==> src/rtl/uart_cmd_responder_pkg.sv <==
// Shared constants and state encodings for the UART command responder.
// Opcodes and reply bytes are the wire values seen by the host.
package uart_cmd_responder_pkg;

    localparam logic [7:0] OP_READ  = 8'h52;
    localparam logic [7:0] OP_WRITE = 8'h57;
    localparam logic [7:0] OP_PING  = 8'h50;
    localparam logic [7:0] RSP_ACK  = 8'h4B;
    localparam logic [7:0] RSP_ERR  = 8'h3F;

    typedef enum logic [3:0] {
        ST_IDLE,
        ST_ADDR_HI,
        ST_ADDR_LO,
        ST_DATA_HI,
        ST_DATA_LO,
        ST_MEM_WR,
        ST_MEM_RD,
        ST_MEM_CAP,
        ST_TX_REQ,
        ST_TX_WAIT_START,
        ST_TX_WAIT_DONE
    } state_t;

    typedef enum logic [1:0] {
        HS_IDLE,
        HS_WAIT_START,
        HS_WAIT_DONE
    } hs_state_t;

    typedef enum logic [1:0] {
        OPK_READ,
        OPK_WRITE,
        OPK_OTHER
    } op_kind_t;

    function automatic logic in_frame(state_t s);
        return s inside {ST_ADDR_HI, ST_ADDR_LO, ST_DATA_HI, ST_DATA_LO};
    endfunction

endpackage

==> src/rtl/uart_cmd_responder_if.sv <==
// Byte-stream and memory-port bundle between the responder and its neighbours.
// master = responder side, slave = UART/memory side.
interface uart_cmd_responder_if #(
    parameter int ADDR_W = 12,
    parameter int DATA_W = 16
);
    logic              byte_ready;
    logic [7:0]        data_in;
    logic              byte_ready_out;
    logic [7:0]        data_out;
    logic              byte_sending;
    logic [ADDR_W-1:0] mem_addr;
    logic [DATA_W-1:0] mem_wdata;
    logic              mem_we;
    logic              mem_re;
    logic [DATA_W-1:0] mem_rdata;

    modport master (
        input  byte_ready, data_in, byte_sending, mem_rdata,
        output byte_ready_out, data_out, mem_addr, mem_wdata, mem_we, mem_re
    );

    modport slave (
        output byte_ready, data_in, byte_sending, mem_rdata,
        input  byte_ready_out, data_out, mem_addr, mem_wdata, mem_we, mem_re
    );
endinterface

==> src/rtl/uart_tx_handshake.sv <==
// Per-byte request/acknowledge with the UART transmitter: raise byte_ready_out,
// drop it once byte_sending is seen, then report completion when it falls.
module uart_tx_handshake
    import uart_cmd_responder_pkg::*;
(
    input  logic       clk,
    input  logic       rst_n,
    input  logic       load,
    input  logic [7:0] tx_byte,
    input  logic       byte_sending,
    output logic       byte_ready_out,
    output logic [7:0] data_out,
    output logic       started,
    output logic       done
);

    hs_state_t  hs_q, hs_d;
    logic [7:0] data_q, data_d;

    always_ff @(posedge clk or negedge rst_n) begin
        if (!rst_n) begin
            hs_q   <= HS_IDLE;
            data_q <= 8'h00;
        end else begin
            hs_q   <= hs_d;
            data_q <= data_d;
        end
    end

    always_comb begin
        hs_d    = hs_q;
        data_d  = data_q;
        started = 1'b0;
        done    = 1'b0;
        case (hs_q)
            HS_IDLE: begin
                if (load) begin
                    data_d = tx_byte;
                    hs_d   = HS_WAIT_START;
                end
            end
            HS_WAIT_START: begin
                if (byte_sending) begin
                    started = 1'b1;
                    hs_d    = HS_WAIT_DONE;
                end
            end
            HS_WAIT_DONE: begin
                if (!byte_sending) begin
                    done = 1'b1;
                    hs_d = HS_IDLE;
                end
            end
            default: hs_d = HS_IDLE;
        endcase
    end

    // The request is visible in the load cycle itself so the reply latency holds.
    assign byte_ready_out = load || (hs_q == HS_WAIT_START);
    assign data_out       = load ? tx_byte : data_q;

endmodule

==> src/rtl/uart_cmd_responder.sv <==
// Decodes read/write/ping frames arriving over the UART byte interface, performs
// the MU0 memory access and streams the reply bytes back to the transmitter.
module uart_cmd_responder
    import uart_cmd_responder_pkg::*;
#(
    parameter int TIMEOUT_CYCLES = 2700000,
    parameter int ADDR_W         = 12,
    parameter int DATA_W         = 16
) (
    input  logic                 clk,
    input  logic                 rst_n,
    uart_cmd_responder_if.master bus,
    output logic                 busy,
    output logic                 rx_overrun
);

    localparam int            TW     = $clog2(TIMEOUT_CYCLES + 1);
    localparam logic [TW-1:0] T_LAST = TW'(TIMEOUT_CYCLES - 1);

    state_t            state_q, state_d;
    op_kind_t          op_q, op_d;
    logic [ADDR_W-1:0] addr_q, addr_d;
    logic [DATA_W-1:0] wdata_q, wdata_d;
    logic [15:0]       reply_q, reply_d;
    logic              two_q, two_d;
    logic              idx_q, idx_d;
    logic [TW-1:0]     timer_q, timer_d;

    logic       hs_load;
    logic [7:0] tx_byte;
    logic       hs_started;
    logic       hs_done;

    always_ff @(posedge clk or negedge rst_n) begin
        if (!rst_n) begin
            state_q <= ST_IDLE;
            op_q    <= OPK_OTHER;
            addr_q  <= '0;
            wdata_q <= '0;
            reply_q <= '0;
            two_q   <= 1'b0;
            idx_q   <= 1'b0;
            timer_q <= '0;
        end else begin
            state_q <= state_d;
            op_q    <= op_d;
            addr_q  <= addr_d;
            wdata_q <= wdata_d;
            reply_q <= reply_d;
            two_q   <= two_d;
            idx_q   <= idx_d;
            timer_q <= timer_d;
        end
    end

    always_comb begin
        state_d = state_q;
        op_d    = op_q;
        addr_d  = addr_q;
        wdata_d = wdata_q;
        reply_d = reply_q;
        two_d   = two_q;
        idx_d   = idx_q;
        timer_d = timer_q;

        case (state_q)
            ST_IDLE: begin
                if (bus.byte_ready) begin
                    two_d = 1'b0;
                    case (bus.data_in)
                        OP_READ: begin
                            op_d    = OPK_READ;
                            state_d = ST_ADDR_HI;
                        end
                        OP_WRITE: begin
                            op_d    = OPK_WRITE;
                            state_d = ST_ADDR_HI;
                        end
                        OP_PING: begin
                            op_d    = OPK_OTHER;
                            reply_d = {OP_PING, 8'h00};
                            state_d = ST_MEM_CAP;
                        end
                        default: begin
                            op_d    = OPK_OTHER;
                            reply_d = {RSP_ERR, 8'h00};
                            state_d = ST_MEM_CAP;
                        end
                    endcase
                end
            end
            ST_ADDR_HI: begin
                if (bus.byte_ready) begin
                    addr_d[ADDR_W-1:8] = bus.data_in[ADDR_W-9:0];
                    state_d            = ST_ADDR_LO;
                end
            end
            ST_ADDR_LO: begin
                if (bus.byte_ready) begin
                    addr_d[7:0] = bus.data_in;
                    state_d     = (op_q == OPK_WRITE) ? ST_DATA_HI : ST_MEM_RD;
                end
            end
            ST_DATA_HI: begin
                if (bus.byte_ready) begin
                    wdata_d[15:8] = bus.data_in;
                    state_d       = ST_DATA_LO;
                end
            end
            ST_DATA_LO: begin
                if (bus.byte_ready) begin
                    wdata_d[7:0] = bus.data_in;
                    state_d      = ST_MEM_WR;
                end
            end
            ST_MEM_WR: begin
                reply_d = {RSP_ACK, 8'h00};
                two_d   = 1'b0;
                idx_d   = 1'b0;
                state_d = ST_TX_REQ;
            end
            ST_MEM_RD: state_d = ST_MEM_CAP;
            // Also the one-cycle landing spot for ping/unknown so every
            // single-byte reply starts on the same cycle as a write ack.
            ST_MEM_CAP: begin
                if (op_q == OPK_READ) begin
                    reply_d = 16'(bus.mem_rdata);
                    two_d   = 1'b1;
                end
                idx_d   = 1'b0;
                state_d = ST_TX_REQ;
            end
            ST_TX_REQ: state_d = ST_TX_WAIT_START;
            ST_TX_WAIT_START: begin
                if (hs_started) state_d = ST_TX_WAIT_DONE;
            end
            ST_TX_WAIT_DONE: begin
                if (hs_done) begin
                    if (two_q && !idx_q) begin
                        idx_d   = 1'b1;
                        state_d = ST_TX_REQ;
                    end else begin
                        state_d = ST_IDLE;
                    end
                end
            end
            default: state_d = ST_IDLE;
        endcase

        // Inter-byte timeout; an arriving byte always beats expiry.
        if (in_frame(state_q)) begin
            if (bus.byte_ready) begin
                timer_d = '0;
            end else if (timer_q == T_LAST) begin
                timer_d = '0;
                state_d = ST_IDLE;
            end else begin
                timer_d = timer_q + TW'(1);
            end
        end else begin
            timer_d = '0;
        end
    end

    assign hs_load = (state_q == ST_TX_REQ);
    assign tx_byte = idx_q ? reply_q[7:0] : reply_q[15:8];

    uart_tx_handshake u_tx (
        .clk            (clk),
        .rst_n          (rst_n),
        .load           (hs_load),
        .tx_byte        (tx_byte),
        .byte_sending   (bus.byte_sending),
        .byte_ready_out (bus.byte_ready_out),
        .data_out       (bus.data_out),
        .started        (hs_started),
        .done           (hs_done)
    );

    assign bus.mem_addr  = addr_q;
    assign bus.mem_wdata = wdata_q;
    assign bus.mem_we    = (state_q == ST_MEM_WR);
    assign bus.mem_re    = (state_q == ST_MEM_RD);

    assign busy       = (state_q != ST_IDLE);
    assign rx_overrun = bus.byte_ready &&
                        (state_q inside {ST_MEM_WR, ST_MEM_RD, ST_MEM_CAP,
                                         ST_TX_REQ, ST_TX_WAIT_START, ST_TX_WAIT_DONE});

endmodule

==> src/flat_wrapper.sv <==
// flat-port wrapper written by rule: the top's interface ports become plain ports
module uart_cmd_responder_flat import uart_cmd_responder_pkg::*;
#(
    parameter int TIMEOUT_CYCLES = 2700000,
    parameter int ADDR_W         = 12,
    parameter int DATA_W         = 16
)
  (clk, rst_n, busy, rx_overrun, bus_byte_ready, bus_data_in, bus_byte_sending, bus_mem_rdata, bus_byte_ready_out, bus_data_out, bus_mem_addr, bus_mem_wdata, bus_mem_we, bus_mem_re);
  uart_cmd_responder_if #(.ADDR_W(ADDR_W), .DATA_W(DATA_W)) bus_i ();
  input  logic clk;
  input  logic rst_n;
  output logic busy;
  output logic rx_overrun;
  input wire logic [$bits(bus_i.byte_ready)-1:0] bus_byte_ready;
  input wire logic [$bits(bus_i.data_in)-1:0] bus_data_in;
  input wire logic [$bits(bus_i.byte_sending)-1:0] bus_byte_sending;
  input wire logic [$bits(bus_i.mem_rdata)-1:0] bus_mem_rdata;
  output wire logic [$bits(bus_i.byte_ready_out)-1:0] bus_byte_ready_out;
  output wire logic [$bits(bus_i.data_out)-1:0] bus_data_out;
  output wire logic [$bits(bus_i.mem_addr)-1:0] bus_mem_addr;
  output wire logic [$bits(bus_i.mem_wdata)-1:0] bus_mem_wdata;
  output wire logic [$bits(bus_i.mem_we)-1:0] bus_mem_we;
  output wire logic [$bits(bus_i.mem_re)-1:0] bus_mem_re;
  assign bus_i.byte_ready = bus_byte_ready;
  assign bus_i.data_in = bus_data_in;
  assign bus_i.byte_sending = bus_byte_sending;
  assign bus_i.mem_rdata = bus_mem_rdata;
  assign bus_byte_ready_out = bus_i.byte_ready_out;
  assign bus_data_out = bus_i.data_out;
  assign bus_mem_addr = bus_i.mem_addr;
  assign bus_mem_wdata = bus_i.mem_wdata;
  assign bus_mem_we = bus_i.mem_we;
  assign bus_mem_re = bus_i.mem_re;
  uart_cmd_responder #(.TIMEOUT_CYCLES(TIMEOUT_CYCLES), .ADDR_W(ADDR_W), .DATA_W(DATA_W)) u_core (.clk(clk), .rst_n(rst_n), .bus(bus_i), .busy(busy), .rx_overrun(rx_overrun));
endmodule
==> config.mk <==
export PLATFORM = sky130hd
export DESIGN_NAME = uart_cmd_responder_flat
export DESIGN_NICKNAME = d
export VERILOG_FILES = /design/src/rtl/uart_cmd_responder_pkg.sv /design/src/rtl/uart_cmd_responder_if.sv /design/src/rtl/uart_tx_handshake.sv /design/src/rtl/uart_cmd_responder.sv /design/src/flat_wrapper.sv
export SDC_FILE = /design/constraint.sdc
export NUM_CORES = 1
export LEC_CHECK = 0
export ABC_AREA = 1
export CORE_MARGIN = 2
export CORE_UTILIZATION = 43
export CTS_CLUSTER_SIZE = 24
export DETAILED_ROUTE_END_ITERATION = 10
export GPL_TIMING_DRIVEN = 0
export PLACE_DENSITY = 0.67
export SETUP_SLACK_MARGIN = 0.3
export SYNTH_ARGS = -nofsm -noshare
export SYNTH_HDL_FRONTEND = slang
export SYNTH_SLANG_ARGS = --single-unit
==> constraint.sdc <==
create_clock -name clk -period 1.95 [get_ports clk]
set_input_delay 0.2925 -clock clk [delete_from_list [all_inputs] [get_ports clk]]
set_output_delay 0.2925 -clock clk [all_outputs]
set_load 0.1 [all_outputs]
==> results <==
- The floorplan row count is 36.
- At the placement stage, the worst setup path has a slack of -919 ps.
- The detailed router's first-iteration violation count is around 280.
- The number of max-cap violations is 0.
- The clock drives 84 sinks.
- TritonCTS built the clock tree.
- The final non-filler cell total is 828.
- The clock tree root buffer cell is sky130_fd_sc_hd__clkbuf_8.
- 0 antenna diodes ended up in the layout.
- The analysis attributes to cell leakage a power of approximately 0.0029 uW.
- The final critical-path share of the clock period is 105%.
- The class of the tightest hold or removal check is in2async.
- In the routed design, unresolved DRC markers number 0.
- The die covers 10500 um2.
- Sorting the synthesized cells by area gives the leading types as sky130_fd_sc_hd__dfrtp_1 (50%), sky130_fd_sc_hd__nand2_1 (18%), sky130_fd_sc_hd__nor2_1 (7.4%), sky130_fd_sc_hd__o21ai_0 (6.2%), sky130_fd_sc_hd__inv_1 (4.7%).
- TritonCTS created 9 clock buffers.
- The post-synthesis instance area is ~4200 um2.
- Synthesis produced a netlist whose cell count is 562.
- At the worst endpoint, the required time is about 1700 ps.
- Along the worst path, the maximum fanout reaches 7.
- The first-pass GRT wire length is between 15000 and 20000 um.
- In this run, distinct cell masters in the synthesized netlist total 32.
- The highest clock rate is 487 MHz.
- The number of vias in the routed layout is 4158.
- The count of buffers added on input and output ports is just under 70.
- For the pin with the worst max-slew slack, the measured transition is 572 ps.
- The commonest register cell after synthesis is sky130_fd_sc_hd__dfrtp_1.
- The count of nets left with antenna violations once routing finished came out at 0.
- At the worst endpoint, the arrival time is 1760 ps.
- The final layout contains routed wiring with a total length of roughly 12000 um.
- In the synthesized netlist, the cells that appear most often are sky130_fd_sc_hd__nand2_1 (203), sky130_fd_sc_hd__dfrtp_1 (83), sky130_fd_sc_hd__nor2_1 (82).
- The maximum buffer depth of the clock tree is 2.
- Entering global routing, the biggest net connects 44 pins.
- The clock slew seen by the registers of the worst setup and hold paths is about 90 ps.
- The cell count after placement is ~760.
- The count of pins on the block boundary is 69.
- Setup slack on the critical path of the routed design comes to -103 ps.
- The number of fill cells is approximately 730.
- The synthesis warning total is 0.
- The area added between synthesis and finish is 53.1%.
- Counting flops with an async set or reset pin after synthesis yields a share of 100%.
- The number of antenna violations at the first check in global routing is 0.
- The clock latency on the worst-skew pair is 360 ps.
- The average routed wire per standard cell is 14.4 um.
- Summed over all layers, the global routing overflow is 0.
- Summing all non-filler instances in the final layout gives an area of 6410 um2.
- The worst setup path is captured at an output pin.
- The highest ir drop seen on vdd is 1.55 mV.
- The share of the synthesized area in the top cell type is between 40 and 50%.
- The core area is about 9600 um2.
- The final count of pins violating max slew is 0.
- In this run the power density over the cells is 1800 nW/um2.
- The instance area after placement is 5220 um2.
- In this run the vertical extent of the chip is 103 um.
- Overall power consumption after layout is estimated at 11500 uW.
- The synthesized design contains 0 enable-type register cells.
- The biggest area consumer among synthesized cells is sky130_fd_sc_hd__dfrtp_1.
- The synthesized area per cell is around 7.4 um2.
- The final sum of negative setup slack is -795 ps.
- The global-route usage over all layers is ~23%.
- Sequential cells were found to cover 50.2% of the synthesized design area.
- On the final layout, the worst clock skew is 8.51 ps.
- The type of the worst setup path is reg2out.
- The number of detailed-routing iterations run before antenna repair is 5.
- The final reports fail on negative setup slack.
- The die is 103 um wide.
- The H-tree was split into 3 levels.
- The final weighted congestion in routability-driven placement is between 0.9 and 1.
- The final hold violation count is 0.
- The number of global-route vias before repair is between 4000 and 5000.
- The normalized max-slew margin is 62.0%.
- The run finished, with violations left.
- The HPWL reported at the end of detailed placement is 7610 um.
- STA classifies the critical path startpoint as a register.
- Setup repair after global routing could not meet its margin everywhere.
- Setup violations remaining at the end of the flow were counted as 10.
- The shortest clock period the worst path allows after layout is 2050 ps.
- Among all cell types in the netlist, the one instantiated most often is sky130_fd_sc_hd__nand2_1.
- After synthesis the netlist holds a flip-flop and latch count of between 80 and 90.
- The fraction of final layout cells sized beyond drive strength 1 is 29.5%.
- For this configuration, the core starts out at a cell density of 43.6%.
- In the routed layout, each cell is associated on average with a via count of 5.02.
- The net count of the finished layout is 719.
- The number of nets handed over by synthesis was 591.
==> metal layers <==
layer | wire [um] | vias to the layer above | track usage [%]
met3 | 785 | 22 | 5.29
met2 | 5740 | 176 | 35.7
met1 | 5240 | 1952 | 31.8
li1 | - | 2008 | -
met4 | 199 | 0 | 7.69
met5 | 0 | - | 0
==> cell type report <==
type	count	area [um2]	area share [%]
Sequential cell	84	2110	32.9
Tap cell	133	166	2.60
Multi-Input combinational cell	412	2210	34.5
Timing Repair Buffer	116	1350	21.0
Inverter	58	251	3.92
Clock inverter	7	105	1.64
Clock buffer	9	124	1.93
Buffer	9	101	1.58
==> registers in the layout, indices dropped and copies added, names as in the netlist, 2 cells and up <==
register	count
u_core.u_tx.data_q	8
u_core.state_q	4
u_core.reply_q	16
u_core.bus.mem_addr	12
u_core.op_q	2
u_core.timer_q	22
u_core.u_tx.hs_q	2
u_core.bus.mem_wdata	16
==> layout by cell type, fill, tap and decap left out, types with 4 or more instances in the layout <==
cell type                           n
sky130_fd_sc_hd__dfrtp_1           81
sky130_fd_sc_hd__nand2_2           21
sky130_fd_sc_hd__clkdlybuf4s50_1   26
sky130_fd_sc_hd__clkdlybuf4s15_2   24
sky130_fd_sc_hd__nand2_4           11
sky130_fd_sc_hd__inv_1             45
sky130_fd_sc_hd__xnor2_1            4
sky130_fd_sc_hd__buf_4             22
sky130_fd_sc_hd__buf_6             26
sky130_fd_sc_hd__inv_6              4
sky130_fd_sc_hd__inv_2              4
sky130_fd_sc_hd__clkbuf_8           9
sky130_fd_sc_hd__buf_12            18
sky130_fd_sc_hd__xor2_1             4
sky130_fd_sc_hd__o21ai_1            9
sky130_fd_sc_hd__a21oi_1            6
sky130_fd_sc_hd__nand2_1          176
sky130_fd_sc_hd__nor2_4             9
sky130_fd_sc_hd__o21ai_4            9
sky130_fd_sc_hd__nor2_1            74
sky130_fd_sc_hd__nand3_1           28
sky130_fd_sc_hd__nor2_2             4
sky130_fd_sc_hd__o21ai_0           24
sky130_fd_sc_hd__o21ai_2           11
==> final timing paths <==
check	slack [ps]	start	to	cells past startpoint
min in group clk	460	u_core.timer_q[0]	u_core.timer_q[0]	1
hold / removal	460	rst_n	u_core.timer_q[9]	2
setup / recovery	-100	u_core.state_q[0]	bus_data_out[3]	8
hold reg to reg	460	u_core.timer_q[0]	u_core.timer_q[0]	1
setup reg to reg	60	u_core.state_q[0]	u_core.reply_q[14]	11
max in group asynchronous	810	rst_n	u_core.op_q[1]	3
==> critical path, stage by stage, from the launching register on <==
cell and delay (ps):
sky130_fd_sc_hd__dfrtp_1 410, sky130_fd_sc_hd__buf_6 140, sky130_fd_sc_hd__inv_8 60, sky130_fd_sc_hd__nand2_8 50, sky130_fd_sc_hd__nor2_4 230, sky130_fd_sc_hd__buf_6 160, sky130_fd_sc_hd__buf_16 120, sky130_fd_sc_hd__o21ai_4 60
sky130_fd_sc_hd__buf_12 160
==> report_power, final <==
| part | internal, uW | leakage [uW] | switching [uW] |
|---|---|---|---|
| Clock | 742 | 0.000112 | 702 |
| Combinational | 2330 | 0.00173 | 5080 |
| Sequential | 2310 | 0.00110 | 361 |
| Total | 5380 | 0.00294 | 6140 |
==> stage by stage <==
stage / util (%) / hold WS, ps
detailed placement: 54.4 / 321
finish: 66.8 / 455
floorplan: - / -3.09
CTS: 62.8 / 457
global route: 66.8 / 467
global placement: 54.2 / 444
==> what timing repair did <==
action / in CTS / in global routing
hold buffers: 1 / 0
resized for setup: 251 / 95
endpoints found under the setup margin: 78 / 87
setup buffers: 28 / 15
endpoints found under the hold margin: 42 / 0
pin swaps: 8 / 13
cloned: 3 / 1
==> kinds of logic (layout without fill, tap and decap cells) <==
kind of cell | after synthesis | count (layout) | share of synthesized area (%)
xor+xnor | 8 | 8 | 1.67
simple gates | 337 | 337 | 32.9
compound gates | 65 | 66 | 8.28
buf+inv | 67 | 199 | 6.61
fa+ha+maj | 1 | 1 | 0.299
flops | 84 | 84 | 50.2
(Power assumes the default switching activity.)
